==> src/rtl/ifetch_pkg.sv <==
// Shared definitions for the fetch stage: FSM encoding, redirect kinds,
// default fetch addresses and the branch offset helper.
package ifetch_pkg;

    typedef enum logic [1:0] {
        ST_IDLE  = 2'd0,
        ST_FETCH = 2'd1,
        ST_HOLD  = 2'd2
    } state_t;

    typedef enum logic [1:0] {
        KIND_SEQ    = 2'b00,
        KIND_BRANCH = 2'b01,
        KIND_JUMP   = 2'b10,
        KIND_JREG   = 2'b11
    } redirect_kind_t;

    localparam logic [31:0] RESET_PC_DEFAULT = 32'h0000_0000;
    localparam logic [31:0] TRAP_PC_DEFAULT  = 32'h0000_0080;

    // Word offset of a branch, sign-extended and scaled to bytes.
    function automatic logic [31:0] branch_offset(input logic [15:0] imm16);
        return {{14{imm16[15]}}, imm16, 2'b00};
    endfunction

endpackage

==> src/rtl/next_pc_calc.sv <==
// Combinational selection of the next fetch target for the held instruction.
// Alignment policy is applied by the caller, not here.
module next_pc_calc
    import ifetch_pkg::*;
(
    input  logic [31:0] i_pc_plus4,
    input  logic [1:0]  i_kind,
    input  logic [15:0] i_imm16,
    input  logic [25:0] i_index26,
    input  logic [31:0] i_reg,
    output logic [31:0] o_target
);

    logic [31:0] w_branch_target;
    logic [31:0] w_jump_target;

    assign w_branch_target = i_pc_plus4 + branch_offset(i_imm16);
    assign w_jump_target   = {i_pc_plus4[31:28], i_index26, 2'b00};

    always_comb begin
        o_target = i_pc_plus4;
        case (i_kind)
            KIND_SEQ:    o_target = i_pc_plus4;
            KIND_BRANCH: o_target = w_branch_target;
            KIND_JUMP:   o_target = w_jump_target;
            KIND_JREG:   o_target = i_reg;
            default:     o_target = i_pc_plus4;
        endcase
    end

endmodule

==> src/rtl/instruction_fetch.sv <==
// Fetch stage: PC register, ready-qualified instruction memory handshake and
// valid/ready hand-off to decode. Optional misaligned-target trap under
// IFETCH_MISALIGN_TRAP_EN (adds misalign/bad_addr ports).
module instruction_fetch
    import ifetch_pkg::*;
#(
    parameter logic [31:0] RESET_PC = RESET_PC_DEFAULT
`ifdef IFETCH_MISALIGN_TRAP_EN
    ,
    parameter logic [31:0] TRAP_PC  = TRAP_PC_DEFAULT
`endif
)
(
    input  logic        clock,
    input  logic        reset,
    output logic        imem_req,
    output logic [31:0] imem_addr,
    input  logic        imem_ready,
    input  logic [31:0] imem_rdata,
    output logic [31:0] instruction,
    output logic        instr_valid,
    input  logic        instr_ready,
    output logic [31:0] pc,
    output logic [31:0] pc_plus4,
    input  logic [1:0]  redirect_kind,
    input  logic [15:0] redirect_imm16,
    input  logic [25:0] redirect_index26,
    input  logic [31:0] redirect_reg
`ifdef IFETCH_MISALIGN_TRAP_EN
    ,
    output logic        misalign,
    output logic [31:0] bad_addr
`endif
);

    state_t      r_state;
    logic [31:0] r_imem_addr;
    logic [31:0] r_instruction;
    logic [31:0] r_pc;
    logic [31:0] r_pc_plus4;
    logic [31:0] w_target;
    logic [31:0] w_next_addr;
    logic        w_handshake;

    next_pc_calc u_next_pc_calc (
        .i_pc_plus4 (r_pc_plus4),
        .i_kind     (redirect_kind),
        .i_imm16    (redirect_imm16),
        .i_index26  (redirect_index26),
        .i_reg      (redirect_reg),
        .o_target   (w_target)
    );

    assign w_handshake = (r_state == ST_HOLD) && instr_ready;

`ifdef IFETCH_MISALIGN_TRAP_EN
    logic        r_misalign;
    logic [31:0] r_bad_addr;
    logic        w_misaligned;

    assign w_misaligned = |w_target[1:0];
    assign w_next_addr  = w_misaligned ? TRAP_PC : w_target;

    always_ff @(posedge clock or posedge reset) begin
        if (reset) begin
            r_misalign <= 1'b0;
            r_bad_addr <= 32'h0000_0000;
        end else if (w_handshake && w_misaligned) begin
            r_misalign <= 1'b1;
            r_bad_addr <= w_target;
        end
    end

    assign misalign = r_misalign;
    assign bad_addr = r_bad_addr;
`else
    // Low address bits are dropped so fetches always stay word aligned.
    assign w_next_addr = w_target & ~32'h0000_0003;
`endif

    always_ff @(posedge clock or posedge reset) begin
        if (reset) begin
            r_state       <= ST_IDLE;
            r_imem_addr   <= RESET_PC;
            r_instruction <= 32'h0000_0000;
            r_pc          <= RESET_PC;
            r_pc_plus4    <= RESET_PC + 32'd4;
        end else begin
            case (r_state)
                ST_IDLE: begin
                    r_state <= ST_FETCH;
                end
                ST_FETCH: begin
                    if (imem_ready) begin
                        r_instruction <= imem_rdata;
                        r_pc          <= r_imem_addr;
                        r_pc_plus4    <= r_imem_addr + 32'd4;
                        r_state       <= ST_HOLD;
                    end
                end
                ST_HOLD: begin
                    if (w_handshake) begin
                        r_imem_addr <= w_next_addr;
                        r_state     <= ST_FETCH;
                    end
                end
                default: begin
                    r_state <= ST_IDLE;
                end
            endcase
        end
    end

    assign imem_req    = (r_state == ST_FETCH);
    assign instr_valid = (r_state == ST_HOLD);
    assign imem_addr   = r_imem_addr;
    assign instruction = r_instruction;
    assign pc          = r_pc;
    assign pc_plus4    = r_pc_plus4;

endmodule

==> config.mk <==
export PLATFORM = sky130hd
export DESIGN_NAME = instruction_fetch
export DESIGN_NICKNAME = d
export VERILOG_FILES = /design/src/rtl/ifetch_pkg.sv /design/src/rtl/next_pc_calc.sv /design/src/rtl/instruction_fetch.sv
export SDC_FILE = /design/constraint.sdc
export NUM_CORES = 1
export LEC_CHECK = 0
export ABC_AREA = 1
export CAP_MARGIN = 30
export CORE_MARGIN = 5
export CORE_UTILIZATION = 49
export CTS_CLUSTER_DIAMETER = 40
export DETAILED_ROUTE_END_ITERATION = 8
export PLACE_DENSITY = 0.86
export SYNTH_ARGS = -nofsm -noshare
export SYNTH_HDL_FRONTEND = slang
export SYNTH_SLANG_ARGS = --single-unit
==> constraint.sdc <==
create_clock -name clock -period 4.8 [get_ports clock]
set_input_delay 0.96 -clock clock [delete_from_list [all_inputs] [get_ports clock]]
set_output_delay 0.96 -clock clock [all_outputs]
set_load 0.1 [all_outputs]
==> results list <==
* Synth Area per Inst: approximately 6.7 sq um
- Via count of the first global-routing pass: 8606
- Measured against the total synthesized area, the mux share comes to 0%.
* Final GP Congestion: between 0.9 and 1
- Insertion delay of the later-clocked pin in the worst-skew pair: 0.41 ns
* Number of hold violations in the final report: 0
* Fraction of layout instances using a drive strength above 1: under 10%
* Highest attainable clock frequency: around 300 MHz
- Global routing consumed, over all layers together, between 20 and 30% of the routing resources.
* Reg2reg setup slack: ~2 ns
* Detail Placement HPWL: 21300 microns
* Antenna cell count: 0
- Summing the areas of all compound-gate instances in the mapped netlist gives a little over a tenth of the synthesized area.
- Number of placed instances, taps included: around 1700
- In the final design database the tool counted ~1600 nets.
* Most frequent cells in the layout: sky130_fd_sc_hd__nand2_1, sky130_fd_sc_hd__clkdlybuf4s50_1, sky130_fd_sc_hd__inv_1
- The count of buffers added on input and output ports is between 200 and 250.
- Number of top-level pins: ~240
* Die footprint: ~20000 sq um
* Outcome: finished clean
- Sinks on Clock Net: 124
* Final count of pins violating max slew: 0
- The routed layout has ~9000 vias.
- Summed over all instances, the cell type with the most area after synthesis is sky130_fd_sc_hd__dfrtp_1.
- Clock Skew: ~0.0097 ns
- Worst Setup Slack, final: about 1.5 ns
* Count of different cell masters after synthesis: 42
- Largest net degree at the start of global routing: between 60 and 70
- H-tree lvl count: 4
- In this run the remaining antenna-violating nets after routing total 0.
* Total standard cell area after synthesis: 8260 sq um
- Routed WL: about 28000 microns
- The synthesized netlist devotes 36.9% of its cell area to simple gates.
- The path class of the tightest hold or removal check is reg2reg.
- The worst path in the final design needs a cycle of roughly 3.3 ns, including I/O delays and setup.
* Core ar.: between 15000 and 20000 sq um
* FF-to-FF path depth: 14
- In this run the critical register-to-register path is captured at imem_addr[18].
* Die Width: around 140 microns
- Crit. End Element: flop
- Relative area change from synthesis to final layout: 38.1%
- During synthesis, Yosys emitted a total of 0 warnings.
- The floorplan has 47 rows.
* Maximum fanout count along the critical path: 24
- Critical path data arrival time: 3.58 ns
* First-pass GRT wire length: 44400 microns
- Root buffer cell: sky130_fd_sc_hd__clkbuf_16
- The synthesized netlist devotes 0.212% of its cell area to XOR and XNOR gates.
* Endpoints failing setup: 0
- Sequential element share of the synthesized area: between 30 and 40%
- At the pin with the least slew margin, the transition time is between 1 and 1.5 ns.
* Sum of overflow across all layers after global routing: 0
- The filler cells instantiated in the layout total 1422.
- Count of routing violations after the opening detailed-route iteration: between 800 and 900
- Headroom to the max-slew limit came out at approximately 30%.
- Leaving out fill and tap cells, the most frequent cell in the layout is sky130_fd_sc_hd__nand2_1.
- Clock tree from TritonCTS: done
- Setup slack after placement: around 1.2 ns
- Clock Tree Buf Depth: 2
- After clock tree synthesis, the clock-pin slew on the worst setup and hold paths is about 0.050 ns.
- In this run, synthesis produced a sequential element count of roughly 120.
- Critical path launch point type: primary input
* Number of standard cells in the final layout excluding fillers: around 1700
- By area, the combinational part of the netlist is dominated by simple AND/OR/NAND/NOR gates.
- First drt pass iteration count: 6
* Part of the cycle the worst path needs: 69.2%
- For the worst setup path, the data required time is roughly 5.1 ns.
- TritonCTS buffer count: 17
- For this configuration, the core starts out at a cell density of between 40% and 50%.
* Number of buffers added for setup after CTS: 0
* Residual DRC: 0
- The startpoint identified for the worst register-to-register timing path is pc_plus4[2].
* Number of flops mapped to enable cells by yosys: 0
- Fraction of registers with async set/reset: between 90% and 100%
- Fraction of the mapped netlist area in adder cells: under 10%
* Post-synthesis cell count: ~1200
- Critical path type: in2reg
- Post-CTS Hold Fix Bufs: 0
* Height of the die: about 140 microns
* Biggest area contributors in the synthesized netlist: sky130_fd_sc_hd__dfrtp_1, sky130_fd_sc_hd__nand2_1, sky130_fd_sc_hd__inv_1
- Routed length per instance: 16.6 microns
* Endpoint of the most critical setup path: imem_addr[10]
- Number of antenna violations at the first check in global routing: 0
- Among all flip-flop cells after synthesis, the most frequent one is sky130_fd_sc_hd__dfrtp_1.
* Setup repair after global routing missed its margin: no
* Post-Route Hold Slack: 0.477 ns
- The top cell type by area accounts for about 37% of the synthesized area.
- PostCTS Resize Cnt: 0
- Setup TNS after final layout: 0 ns
* Reported max-cap violation count: 0
- The critical path starts at redirect_kind[1].
- Using the TritonRoute via totals, the vias-per-cell ratio works out to 5.33.
[worst min-delay path by stage]
stage                          from  cells after the start               to
finish              instruction[31]                      2  instruction[31]
global route                 pc[31]                      2           pc[31]
CTS                          pc[28]                      2           pc[28]
detailed placement   instruction[1]                      2   instruction[1]
global placement    instruction[12]                      2  instruction[12]
floorplan                r_state[1]                      1       r_state[0]
[final cells by class]
cell class	count	area, sq um	area share [%]
Clock buffer	21	470	4.13
Inverter	154	581	5.09
Multi-Input combinational cell	915	4390	38.5
Sequential cell	124	3100	27.2
Tap cell	220	275	2.41
Clock inverter	11	165	1.45
Timing Repair Buffer	240	2410	21.1
[state kept, by name, summed over array words and instances (netlist names)]
signal,cells
r_state,2
instruction,32
pc_plus4,30
pc,30
imem_addr,30
[layer usage]
metal / up-vias / share of wire (%) / routed length (microns) / GRT usage, %
met5: - / 0 / 0 / 0
met1: 4118 / 42 / 11900 / 37.6
met4: 0 / 2.9 / 802 / 8.77
met3: 57 / 9.9 / 2780 / 7.89
li1: 4347 / - / - / -
met2: 462 / 45 / 12500 / 44.1
[kinds of logic after synthesis]
kind of cell             Yosys count
XOR/XNOR                           2
flip-flops                       124
AND/OR/NAND/NOR                  733
other                              1
adder cells (fa/ha/maj)           31
AO/OA/AOI/OAI                    143
buffers and inverters            198
[per-stage QoR]
stage	cell area, sq um	util, %
after floorplan	8270	-
after global placement	10700	64.8
after detailed placement	10800	64.9
after CTS	11400	68.7
after global routing	11400	68.7
final	11400	68.7
[worst max-delay path: stages]
cell,delay (ns)
sky130_fd_sc_hd__clkdlybuf4s50_1,0.70
sky130_fd_sc_hd__nor2_1,0.74
sky130_fd_sc_hd__inv_1,0.60
sky130_fd_sc_hd__o211ai_1,0.42
sky130_fd_sc_hd__o21ai_0,0.16
[synth_stat cells (2+ instances only)]
cell type                  number
sky130_fd_sc_hd__buf_2         14
sky130_fd_sc_hd__o21bai_1       3
sky130_fd_sc_hd__clkbuf_1      22
sky130_fd_sc_hd__nand3_1       74
sky130_fd_sc_hd__inv_2          4
sky130_fd_sc_hd__buf_4          6
sky130_fd_sc_hd__dfrtp_1      123
sky130_fd_sc_hd__o21a_1         6
sky130_fd_sc_hd__and2_1         2
sky130_fd_sc_hd__ha_1          30
sky130_fd_sc_hd__xor2_1         2
sky130_fd_sc_hd__buf_1          2
sky130_fd_sc_hd__inv_1        150
sky130_fd_sc_hd__nand4_1       13
sky130_fd_sc_hd__nor3_1         9
sky130_fd_sc_hd__or2_2          3
sky130_fd_sc_hd__o221ai_1       3
sky130_fd_sc_hd__nor2_1       114
sky130_fd_sc_hd__nand3_2        5
sky130_fd_sc_hd__nand2_1      496
sky130_fd_sc_hd__a21oi_1       39
sky130_fd_sc_hd__o21ai_0       40
sky130_fd_sc_hd__o22ai_1        9
sky130_fd_sc_hd__nand2_2        5
sky130_fd_sc_hd__a221oi_1      17
sky130_fd_sc_hd__o211ai_1      19
sky130_fd_sc_hd__nor2_4         7
Power is not shown: default switching activity piles up to over one toggle a cycle in this logic, so the estimate is an artifact.
